<file path="config.mk">
export PLATFORM = sky130hd
export DESIGN_NAME = prog_freq_divider
export DESIGN_NICKNAME = d
export VERILOG_FILES = /design/src/rtl/freq_div_pkg.sv /design/src/rtl/freq_div_channel.sv /design/src/rtl/prog_freq_divider.sv
export SDC_FILE = /design/constraint.sdc
export NUM_CORES = 1
export LEC_CHECK = 0
export BUFFER_PORTS_ARGS = -buffer_cell sky130_fd_sc_hd__buf_2
export CAP_MARGIN = 15
export CORE_MARGIN = 4
export CORE_UTILIZATION = 40
export CTS_BUF_LIST = sky130_fd_sc_hd__clkbuf_4 sky130_fd_sc_hd__clkbuf_8
export DETAILED_ROUTE_END_ITERATION = 7
export PLACE_DENSITY = 0.64
export SKIP_CTS_REPAIR_TIMING = 1
export SYNTH_ARGS = -nofsm -noshare
export SYNTH_HDL_FRONTEND = slang
export SYNTH_SLANG_ARGS = --single-unit
</file>
<file path="constraint.sdc">
create_clock -name clk -period 9.2 [get_ports clk]
set_clock_uncertainty 0.2 [all_clocks]
set_input_delay 0.46 -clock clk [delete_from_list [all_inputs] [get_ports clk]]
set_output_delay 0.46 -clock clk [all_outputs]
set_load 0.01 [all_outputs]
</file>
<file path="src/rtl/freq_div_pkg.sv">
// Shared constants and elaboration-time helpers for the programmable frequency divider.
package freq_div_pkg;

    localparam int DEF_DIV_DEFAULT = 50000;
    localparam int MIN_DIV         = 2;

    function automatic int clog2(input int v);
        int r;
        r = 0;
        for (int i = 0; i < 31; i++) begin
            if ((1 << i) < v) r = i + 1;
        end
        return r;
    endfunction

    // Channel-select width; a single channel still gets a one-bit select port.
    function automatic int ch_idx_w(input int n);
        return (clog2(n) > 1) ? clog2(n) : 1;
    endfunction

endpackage

</file>
<file path="src/rtl/freq_div_channel.sv">
// One divider channel: active/pending divisor, period counter, registered tick and square wave.
module freq_div_channel #(
    parameter int DIV_W   = 22,
    parameter int DEF_DIV = 50000
) (
    input  logic             clk,
    input  logic             rst,
    input  logic             en_i,
    input  logic             wr_en_i,
    input  logic [DIV_W-1:0] wr_div_i,
    output logic             tick_o,
    output logic             sq_o
);
    localparam logic [DIV_W-1:0] DEF = DIV_W'(DEF_DIV);

    logic [DIV_W-1:0] act_q, act_d;
    logic [DIV_W-1:0] pend_q, pend_d;
    logic [DIV_W-1:0] cnt_q, cnt_d;
    logic             tick_q, tick_d;
    logic             sq_q, sq_d;
    logic             wrap;

    always_comb begin
        pend_d = wr_en_i ? wr_div_i : pend_q;
        act_d  = act_q;
        cnt_d  = '0;
        tick_d = 1'b0;
        sq_d   = 1'b0;
        wrap   = (cnt_q == act_q - DIV_W'(1));
        if (!en_i) begin
            act_d = pend_d;
        end else begin
            tick_d = wrap;
            sq_d   = (cnt_q < (act_q >> 1));
            // pend_d already carries a same-cycle write, so a write landing on the wrap shapes the next period
            if (wrap) act_d = pend_d;
            else      cnt_d = cnt_q + DIV_W'(1);
        end
    end

    always_ff @(posedge clk or posedge rst) begin
        if (rst) begin
            act_q  <= DEF;
            pend_q <= DEF;
            cnt_q  <= '0;
            tick_q <= 1'b0;
            sq_q   <= 1'b0;
        end else begin
            act_q  <= act_d;
            pend_q <= pend_d;
            cnt_q  <= cnt_d;
            tick_q <= tick_d;
            sq_q   <= sq_d;
        end
    end

    assign tick_o = tick_q;
    assign sq_o   = sq_q;

endmodule

</file>
<file path="src/rtl/prog_freq_divider.sv">
// Multi-channel programmable frequency divider: write decode, error flag, scan counter,
// and N_CH independent divider channels.
module prog_freq_divider
    import freq_div_pkg::*;
#(
    parameter int  N_CH    = 4,
    parameter int  DIV_W   = 22,
    parameter int  SCN_W   = 2,
    parameter int  DEF_DIV = DEF_DIV_DEFAULT,
    localparam int CH_W    = ch_idx_w(N_CH)
) (
    input  logic             clk,
    input  logic             rst,
    input  logic [N_CH-1:0]  en,
    input  logic             cfg_we,
    input  logic [CH_W-1:0]  cfg_ch,
    input  logic [DIV_W-1:0] cfg_div,
    output logic             cfg_err,
    output logic [N_CH-1:0]  tick,
    output logic [N_CH-1:0]  sq,
    output logic [SCN_W-1:0] scan
);
    logic             ch_ok, div_ok, accept;
    logic             err_q, err_d;
    logic [SCN_W-1:0] scan_q, scan_d;

    // Widened compare so a non-power-of-two channel count rejects the unused select codes
    assign ch_ok  = (32'(cfg_ch) < 32'(N_CH));
    assign div_ok = (cfg_div >= DIV_W'(MIN_DIV));
    assign accept = cfg_we && ch_ok && div_ok;

    always_comb begin
        err_d  = cfg_we && !(ch_ok && div_ok);
        scan_d = scan_q + SCN_W'(tick[0]);
    end

    always_ff @(posedge clk or posedge rst) begin
        if (rst) begin
            err_q  <= 1'b0;
            scan_q <= '0;
        end else begin
            err_q  <= err_d;
            scan_q <= scan_d;
        end
    end

    assign cfg_err = err_q;
    assign scan    = scan_q;

    for (genvar g = 0; g < N_CH; g++) begin : g_ch
        logic wr_g;
        assign wr_g = accept && (32'(cfg_ch) == 32'(g));

        freq_div_channel #(
            .DIV_W   (DIV_W),
            .DEF_DIV (DEF_DIV)
        ) u_ch (
            .clk      (clk),
            .rst      (rst),
            .en_i     (en[g]),
            .wr_en_i  (wr_g),
            .wr_div_i (cfg_div),
            .tick_o   (tick[g]),
            .sq_o     (sq[g])
        );
    end

endmodule

</file>
==> impl_metrics.toml, run 1 <==
[outcome]
status = "completed"

[grt]
overflow = 0
grt_pass1_vias = 11600
grt_pass1_wl_um = 58200
grt_max_degree = 182
antenna_found_initial = 1
grt_use_total_pct = 15.8

[sta]
min_period_ns = 3.93
rsz0062_at_grt = "no"
finalMaxSlewViolations = 0
relSlewSlack_pct = 32.2
tns_ns = 0
tightestPinTransition_ns = 1.02
finalCritPeriodShare_pct = 42.8
max_freq_ghz = 0.254
hold_violations = 0
setup_violations = 0

[clocking]
htreeDepth = 2
clock_latency_ns = 0.57
cts_tree = "built"
cts_buffers = 44
cts.clk_slew.worst_paths_ns = 0.07
cts_sinks = 275
clock_path_buffers = 3
cts-root-buf = "clkbuf_8"

[synthesis]
yosys-top-cells-area = "dfrtp_1 35%, dfstp_2 7.8%, mux2_2 7.7%, ha_1 6.9%, xnor2_1 6.1%"
ys_warn_count = 0
synth_area_sq_um = 16200
synth_commonest_cells = "227 x dfrtp_1, 154 x nor2_1, 113 x xnor2_1, 111 x mux2_2, 102 x inv_1"
synth_seq_area_share_pct = 42.8
synth-async-reset-ratio_pct = 100
ys.flop_type = "dfrtp_1"
yosysMostFrequentCell = "dfrtp_1"
synth.ff_latch_count = 275
synth_nets = 1668
synth_top_area_share_pct = 35.0
synthCells = 1548
synth_top_area_cell = "dfrtp_1"
synth-edff-count = 0
synth_area_per_cell_sq_um = 10.5
synth_cell_types = 71

[finish]
n_antenna_cell = 0
fillerInstances = 3718
design_area_sq_um = 17900
final_core_util_pct = 44.8
nets = 1700
area_growth_pct = 10.2
drive_gt1_share_pct = 19.4
fin_cells = 2139

[critical_path]
r2r_end = "g_ch[3].u_ch.act_q[7]"
start_kind = "flop"
cp_slowest_stage_delay_ns = 0.54
endpoint_kind = "flop"
crit_start = "g_ch[3].u_ch.act_q[0]"
critPathMostFrequentCell = "nand4_1"
path_class = "flop to flop"
cp_cell_sequence = "inv_1 -> ha_1 -> nor2b_1 -> nand4_1 -> nor3_2 -> mux2i_1 -> a2111oi_0 -> nand4_1 -> o21ai_4 -> buf_4 -> mux2_2"
path_max_fanout = 23
rrSetupSlack_ns = 5.27
slowest_stage = "o21ai_4"
required_ns = 9.45
reg2reg_from = "g_ch[3].u_ch.act_q[0]"
r2r_cells = 11
worstPathArrival_ns = 4.19
crit_path_end = "g_ch[3].u_ch.act_q[7]"

[drt]
drt_iter0_markers = 659
ant_nets = 0
drc = 0
drt_wl_total_um = 34700
post_drt_via_cell_ratio = 5.31
dr.pass1.iters = 5
wl_per_cell_um = 16.2
vias = 11400

[place]
place_hpwl_um = 24700
gp_congestion = 0.903
postPlaceCellArea_sq_um = 16800
placed_cells = 2055
io_buffer_count = 41

[power]
powerDensity_nw_per_um2 = 201
swShare_pct = 29.7
power_frac_seq_pct = 44.5
finalPower_mw = 3.60
p_sw_mw = 1.07
irDropWorstVdd_uv = 86.2
p_comb_share_pct = 20.9
p_int_mw = 2.53
p_leak_nw = 7.98
clkPwrFrac_pct = 34.6

[die]
chipHeight_um = 209
io_pins = 42
die_area_sq_um = 43800
core_sq_um = 39900
fp-row-count = 73
start_util_pct = 40.6
die_w_um = 209

[worst_hold_path]
hold_path_class = "input port to flop"

[flow_run]
cap_violations = 0
-- power groups by stage --
stage	Sequential [mW]	Clock, mW	Combinational (mW)
CTS	1.60	1.29	0.756
floorplan	1.54	0	0.638
global route	1.63	1.34	0.852
finish	1.60	1.25	0.752
global placement	1.61	0	0.728
detailed placement	1.62	0	0.751
-- sequential cells by signal (all words and copies together), names as in the netlist --
signal            count
cfg_err               1
g_ch.u_ch.act_q      88
g_ch.u_ch.cnt_q      88
g_ch.u_ch.pend_q     88
g_ch.u_ch.sq_o        4
g_ch.u_ch.tick_o      4
scan                  2
-- how the worst min path moves through the flow --
stage / slack (ns) / startpoint / depth (start not counted) / endpoint
after floorplan: 0.27 / g_ch[0].u_ch.pend_q[20] / 1 / g_ch[0].u_ch.pend_q[20]
after global placement: 0.25 / scan[1] / 1 / scan[1]
after detailed placement: 0.25 / scan[1] / 1 / scan[1]
after CTS: -0.20 / rst / 2 / g_ch[2].u_ch.act_q[3]
after global routing: 0.02 / cfg_we / 2 / cfg_err
final: 0.02 / cfg_we / 2 / cfg_err
-- final cells by class --
cell class | count | area [sq um] | area share, %
clock inverter | 13 | 215 | 1.20
sequential | 275 | 6940 | 38.8
clock buffer | 67 | 847 | 4.74
multi-input combinational | 1107 | 8520 | 47.7
inverter | 102 | 390 | 2.18
timing repair buffer | 50 | 300 | 1.68
tap | 525 | 657 | 3.67
-- cells by family (layout without fill, tap and decap cells) --
kind of cell    count (synthesis)  in the layout  synth area share (%)
fa+ha+maj                      89             89                  6.87
compound gates                160            160                  6.84
flops                         275            275                  42.8
xor+xnor                      200            200                  10.8
simple gates                  475            475                  15.4
buf+inv                       166            232                  4.68
mux                           183            183                  12.7
-- cells in the final DEF, fill, tap and decap left out, types with 8 or more instances in the layout --
cell and instances:
xnor2_1 113, nand4_1 49, mux2_2 111, mux2_1 65, nand3_1 49, nor3_1 36, xor2_1 87, nand2b_1 8
buf_2 41, o21ai_0 30, clkbuf_8 55, nor4_2 8, nor4_1 22, nand2_1 61, and3_1 24, a21o_1 36
nor2_1 154, clkbuf_4 12, dfrtp_1 227, ha_1 89, inv_1 101, a31oi_1 9, dfstp_2 48, a21oi_1 30
-- per-layer routing --
| metal | GRT usage (%) | part of all wire, % |
|---|---|---|
| met2 | 26.1 | 46 |
| met3 | 2.53 | 3.5 |
| met4 | 5.76 | 3.6 |
| met1 | 21.1 | 47 |
| met5 | 0 | 0.052 |
-- through the flow --
stage,setup slack (ns),hold slack (ns)
after floorplan,1.04,0.267
after global placement,5.35,0.246
after detailed placement,5.26,0.254
after CTS,5.22,-0.201
after global routing,4.97,0.0212
final,5.27,0.0225
-- worst max-delay path: cells and delay by family (launching register included) --
family	cells	cell delay, ns
DFF	1	0.42
adders and majority gates	1	0.26
buffers and inverters	2	0.52
and+or+nand+nor	4	1.02
AOI/OAI and AO/OA	2	0.93
muxes	2	0.46
No activity file was read; power rests on OpenSTA's default activity.
==> inputs of run 2 (changes only) <==
==> constraint.sdc (replaced) <==
create_clock -name clk -period 3.9 [get_ports clk]
set_clock_uncertainty 0.2 [all_clocks]
set_input_delay 0.195 -clock clk [delete_from_list [all_inputs] [get_ports clk]]
set_output_delay 0.195 -clock clk [all_outputs]
set_load 0.01 [all_outputs]
==> impl_metrics.toml, run 2 (synthesis gave the netlist of run 1 again) <==
[outcome]
status = "completed"

[critical_path]
crit_buf_inv = 2
path_max_fanout = 29
start_kind = "flop"
critPathTopFamily = "simple AND/OR/NAND/NOR gates"
cp_cell_sequence = "inv_1 -> ha_1 -> nor2b_1 -> nand4_1 -> nor3_2 -> mux2i_1 -> a2111oi_0 -> nand4_1 -> o21ai_4 -> buf_4 -> mux2_2"
cp_slowest_stage_delay_ns = 0.42
required_ns = 4.15
worstPathArrival_ns = 3.86
endpoint_kind = "flop"
slowest_stage = "a2111oi_0"
critPathMostFrequentCell = "nand4_1"
path_class = "flop to flop"

[clocking]
clock_path_buffers = 3
cts_buffers = 47
cts.clk_slew.worst_paths_ns = 0.06
cts_tree = "built"
clock_latency_ns = 0.57
htreeDepth = 2
cts-root-buf = "clkbuf_8"
cts_sinks = 275

[die]
chipHeight_um = 209
die_area_sq_um = 43800
io_pins = 42
start_util_pct = 40.6
fp-row-count = 73
die_w_um = 209
core_sq_um = 39900

[finish]
final_cell_mix = "227 x dfrtp_1, 154 x nor2_1, 113 x xnor2_1, 111 x mux2_2, 101 x inv_1"
fin_cells = 2184
final_common_cell = "dfrtp_1"
fillerInstances = 3723
design_area_sq_um = 18200
n_antenna_cell = 0
largest_registers = "g_ch.u_ch.act_q (88), g_ch.u_ch.cnt_q (88), g_ch.u_ch.pend_q (88)"
area_growth_pct = 12.3
multi_input_area_sq_um = 8530
nets = 1741
seq_area_sq_um = 6940
drive_gt1_share_pct = 20.1

[grt]
grt_pass1_wl_um = 59500
antenna_found_initial = 3
grt_pass1_vias = 11400
grt_use_total_pct = 16.2
overflow = 0
grt_max_degree = 104

[sta]
tightestPinTransition_ns = 0.926
max_freq_ghz = 0.277
rsz0062_at_grt = "no"
finalCritPeriodShare_pct = 92.7
relSlewSlack_pct = 38.1
min_period_ns = 3.61
setup_violations = 0
finalMaxSlewViolations = 0
hold_violations = 0

[worst_hold_path]
hold_path_class = "input port to flop"

[drt]
drt_wl_total_um = 35400
vias = 11400
drc = 0
drt_iter0_markers = 556
ant_nets = 0
wl_per_cell_um = 16.2
post_drt_via_cell_ratio = 5.23
dr.pass1.iters = 5

[place]
place_hpwl_um = 25400
io_buffer_count = 41
postPlaceCellArea_sq_um = 16900
placed_cells = 2069
gp_congestion = 0.895

[power]
powerDensity_nw_per_um2 = 462
irDropWorstVdd_uv = 228
p_leak_nw = 8.15

[flow_run]
cap_violations = 0
[run 2: cell types whose count changed in the layout (fill, tap and decap cells not counted), sizes merged]
cell / change
clkbuf: +11
clkinvlp: +1
bufinv: -4
inv: -1
buf: +13
dlygate4sd3: +25
[run 2: worst paths after layout]
check                                      startpoint                       to  slack, ns  depth (start not counted)
min in group asynchronous                         rst    g_ch[2].u_ch.act_q[5]       0.14                          3
worst max-delay path            g_ch[3].u_ch.act_q[0]    g_ch[3].u_ch.act_q[7]       0.29                         11
worst min-delay path                        cfg_ch[0]  g_ch[1].u_ch.pend_q[12]       0.11                          4
worst max register to register  g_ch[3].u_ch.act_q[0]    g_ch[3].u_ch.act_q[7]       0.29                         11
worst min register to register                scan[1]                  scan[1]       0.26                          1
max in group asynchronous                         rst                  scan[1]       2.37                          4
[run 2: area by class of cell]
| class | instances | share of cell area [%] |
|---|---|---|
| Multi-Input combinational cell | 1107 | 46.8 |
| Sequential cell | 275 | 38.1 |
| Clock buffer | 78 | 5.21 |
| Tap cell | 525 | 3.61 |
| Timing Repair Buffer | 88 | 3.59 |
| Inverter | 102 | 2.12 |
| Clock inverter | 9 | 0.522 |
[run 2: per-layer routing]
layer  track usage [%]  share of wire, %  routed length, um
met4              5.36               2.7                966
met2              26.1                47              16700
met3              3.06               3.7               1290
met1              22.0                46              16400
met5                 0             0.079                 28
[run 2: where the power goes]
| group | total, mW | leakage (nW) | internal (mW) | switching [mW] |
|---|---|---|---|---|
| clock | 2.82 | 0.565 | 1.66 | 1.16 |
| combinational | 1.80 | 4.20 | 0.877 | 0.924 |
| sequential | 3.78 | 3.38 | 3.34 | 0.447 |
| total | 8.41 | 8.15 | 5.88 | 2.53 |
[run 2: tightest hold or removal path, stage by stage]
cell and delay, ns:
buf_2 0.11, nand2_1 0.05, buf_4 0.22, mux2_2 0.26
[run 2: stage by stage]
stage               power (mW)  setup TNS [ns]  worst slack (ns)  util (%)  hold WS (ns)
floorplan                 5.14          -21.15           -0.0932         -         0.120
global placement          5.53               0             0.253      42.3         0.203
detailed placement        5.61               0             0.167      42.3         0.219
CTS                       8.51               0             0.152      44.9        -0.420
global route              8.98               0            0.0174      45.6        0.0998
finish                    8.41               0             0.285      45.6         0.110
==> inputs of run 3 (changes only) <==
--- a/config.mk
+++ b/config.mk
@@ -9,10 +9,11 @@
 export CAP_MARGIN = 15
 export CORE_MARGIN = 4
 export CORE_UTILIZATION = 40
-export CTS_BUF_LIST = sky130_fd_sc_hd__clkbuf_4 sky130_fd_sc_hd__clkbuf_8
+export CTS_BUF_LIST = sky130_fd_sc_hd__clkbuf_4
 export DETAILED_ROUTE_END_ITERATION = 7
 export PLACE_DENSITY = 0.64
 export SKIP_CTS_REPAIR_TIMING = 1
 export SYNTH_ARGS = -nofsm -noshare
 export SYNTH_HDL_FRONTEND = slang
+export SYNTH_HIERARCHICAL = 1
 export SYNTH_SLANG_ARGS = --single-unit
==> impl_metrics.toml, run 3 <==
[sta]
setup_ws_ns = 0.470
min_period_ns = 3.43
max_freq_ghz = 0.292
setup_violations = 0
tightestPinTransition_ns = 0.905
rsz0062_at_grt = "no"
relSlewSlack_pct = 39.6
tns_ns = 0
finalMaxSlewViolations = 0
hold_violations = 0
finalCritPeriodShare_pct = 87.9

[critical_path]
crit_start = "g_ch[1].u_ch/act_q[0]"
start_kind = "flop"
r2r_cells = 11
reg2reg_from = "g_ch[1].u_ch/act_q[0]"
path_class = "flop to flop"
crit_path_end = "g_ch[1].u_ch/act_q[20]"
worstPathArrival_ns = 3.80
endpoint_kind = "flop"
r2r_end = "g_ch[1].u_ch/act_q[20]"
path_max_fanout = 13
required_ns = 4.27
rrSetupSlack_ns = 0.47

[synthesis]
synth-edff-count = 0
synth_area_sq_um = 16300
synth_area_per_cell_sq_um = 11.0
synth_seq_area_share_pct = 42.5
synth-async-reset-ratio_pct = 100
ys.flop_type = "dfrtp_1"
synth_commonest_cells = "227 x dfrtp_1, 130 x nor2_1, 108 x mux2_2, 105 x inv_1, 101 x xor2_1"
synthCells = 1492
synth_top_area_cell = "dfrtp_1"
synth.ff_latch_count = 275
synth_nets = 1612
yosysMostFrequentCell = "dfrtp_1"
synth_top_area_share_pct = 34.8
yosys-top-cells-area = "dfrtp_1 35%, dfstp_2 7.7%, mux2_2 7.4%, ha_1 6.8%, mux2_4 6.2%"
ys_warn_count = 6
synth_cell_types = 54

[finish]
largest_registers = "g_ch.u_ch/act_q (88), g_ch.u_ch/cnt_q (88), g_ch.u_ch/pend_q (88)"
nets = 1733
drive_gt1_share_pct = 27.4
fillerInstances = 3709
fin_cells = 2197
area_growth_pct = 11.7
final_cell_mix = "227 x dfrtp_1, 130 x nor2_1, 112 x clkbuf_4, 108 x mux2_2"
final_core_util_pct = 45.5
final_common_cell = "dfrtp_1"
seq_area_sq_um = 6940
multi_input_area_sq_um = 8600

[flow_run]
cap_violations = 0

[die]
chipHeight_um = 210
io_pins = 42
die_w_um = 210
die_area_sq_um = 44200
start_util_pct = 40.8
fp-row-count = 73
core_sq_um = 40100

[clocking]
cts_sinks = 275
cts-root-buf = "clkbuf_4"
clock_latency_ns = 0.72
clock_path_buffers = 3
cts.clk_slew.worst_paths_ns = 0.08
htreeDepth = 3
cts_tree = "built"
cts_buffers = 74

[grt]
overflow = 0
grt_pass1_wl_um = 59900
grt_pass1_vias = 11700
antenna_found_initial = 3
grt_max_degree = 52
grt_use_total_pct = 16.3

[place]
dp_slack_ns = 0.481
gp_congestion = 0.836
io_buffer_count = 41
placed_cells = 2027
place_hpwl_um = 25700

[drt]
ant_nets = 0
drc = 0
drt_iter0_markers = 533
dr.pass1.iters = 5
wl_per_cell_um = 16.4
vias = 11300
drt_wl_total_um = 36000
post_drt_via_cell_ratio = 5.16

[power]
irDropWorstVdd_uv = 208
powerDensity_nw_per_um2 = 447
finalPower_mw = 8.17
p_leak_nw = 8.47

[outcome]
status = "completed"

[worst_hold_path]
hold_path_class = "input port to flop"
==> run 3: cell count changes after synthesis, sizes merged, moves of 6 or more <==
cell	change
nand2	+15
or2	+6
nor2	-23
xor2	+14
nand4	-27
clkbuf	-12
and4b	+8
a21o	-20
a21oi	-7
nand3	+8
xnor2	-17
mux2i	+9
nor4	-9
a41o	+8
==> run 3: worst min path at each step <==
stage | from | endpoint | slack (ns) | cells after the start
after floorplan | rst | cfg_err | -0.25 | 1
after global placement | rst | cfg_err | 0.002 | 2
after detailed placement | rst | cfg_err | 0.00002 | 2
after CTS | rst | scan[0] | -0.81 | 2
after global routing | cfg_ch[1] | g_ch[2].u_ch/pend_q[2] | 0.05 | 5
final | cfg_ch[1] | g_ch[2].u_ch/pend_q[2] | 0.08 | 5
==> run 3: logic make-up (layout without fill, tap and decap cells) <==
family / Yosys count / in the layout / synth area share, %
adder cells (fa/ha/maj): 89 / 89 / 6.81
flip-flops: 275 / 275 / 42.5
other: 0 / 2 / 0
XOR/XNOR: 197 / 197 / 10.6
buffers and inverters: 153 / 331 / 5.04
AO/OA/AOI/OAI: 136 / 136 / 5.77
AND/OR/NAND/NOR: 450 / 450 / 14.7
multiplexers: 192 / 192 / 14.7
==> run 3: report_power, final <==
| part | switching [mW] | leakage, nW | internal, mW |
|---|---|---|---|
| registers | 0.420 | 3.38 | 3.33 |
| logic | 0.883 | 4.50 | 0.937 |
| clock network | 1.21 | 0.578 | 1.38 |
| total | 2.52 | 8.47 | 5.65 |
==> run 3: per-stage QoR <==
stage | instance area (sq um) | hold WS, ns
2_1_floorplan | 16300 | -0.251
3_3_place_gp | 16900 | 0.00193
3_5_place_dp | 16900 | 0.0000189
4_1_cts | 17900 | -0.811
5_1_grt | 18300 | 0.0549
6_report | 18300 | 0.0766
==> run 3: worst max-delay path, cell delays in order (launching register included) <==
cell	delay, ns
dfrtp_1	0.43
inv_1	0.08
ha_1	0.18
nor2b_1	0.30
nand3_1	0.14
xnor2_1	0.14
or4_1	0.40
nor3_1	0.21
and4b_1	0.27
a41o_2	0.41
buf_4	0.25
mux2_4	0.31
==> run 3: layer usage <==
layer | vias to the layer above | track usage [%] | wire length, um
met3 | 62 | 4.29 | 2040
met5 | - | 0.647 | 41
li1 | 5474 | - | -
met4 | 2 | 5.29 | 806
met1 | 5549 | 22.1 | 16700
met2 | 249 | 25.6 | 16300
==> run 3: layout make-up <==
| cell class | instances | area share, % |
|---|---|---|
| Antenna cell | 2 | 0.0274 |
| Timing Repair Buffer | 93 | 3.92 |
| Sequential cell | 275 | 38.0 |
| Inverter | 105 | 2.16 |
| Tap cell | 525 | 3.60 |
| Multi-Input combinational cell | 1064 | 47.1 |
| Clock buffer | 112 | 4.60 |
| Clock inverter | 21 | 0.603 |
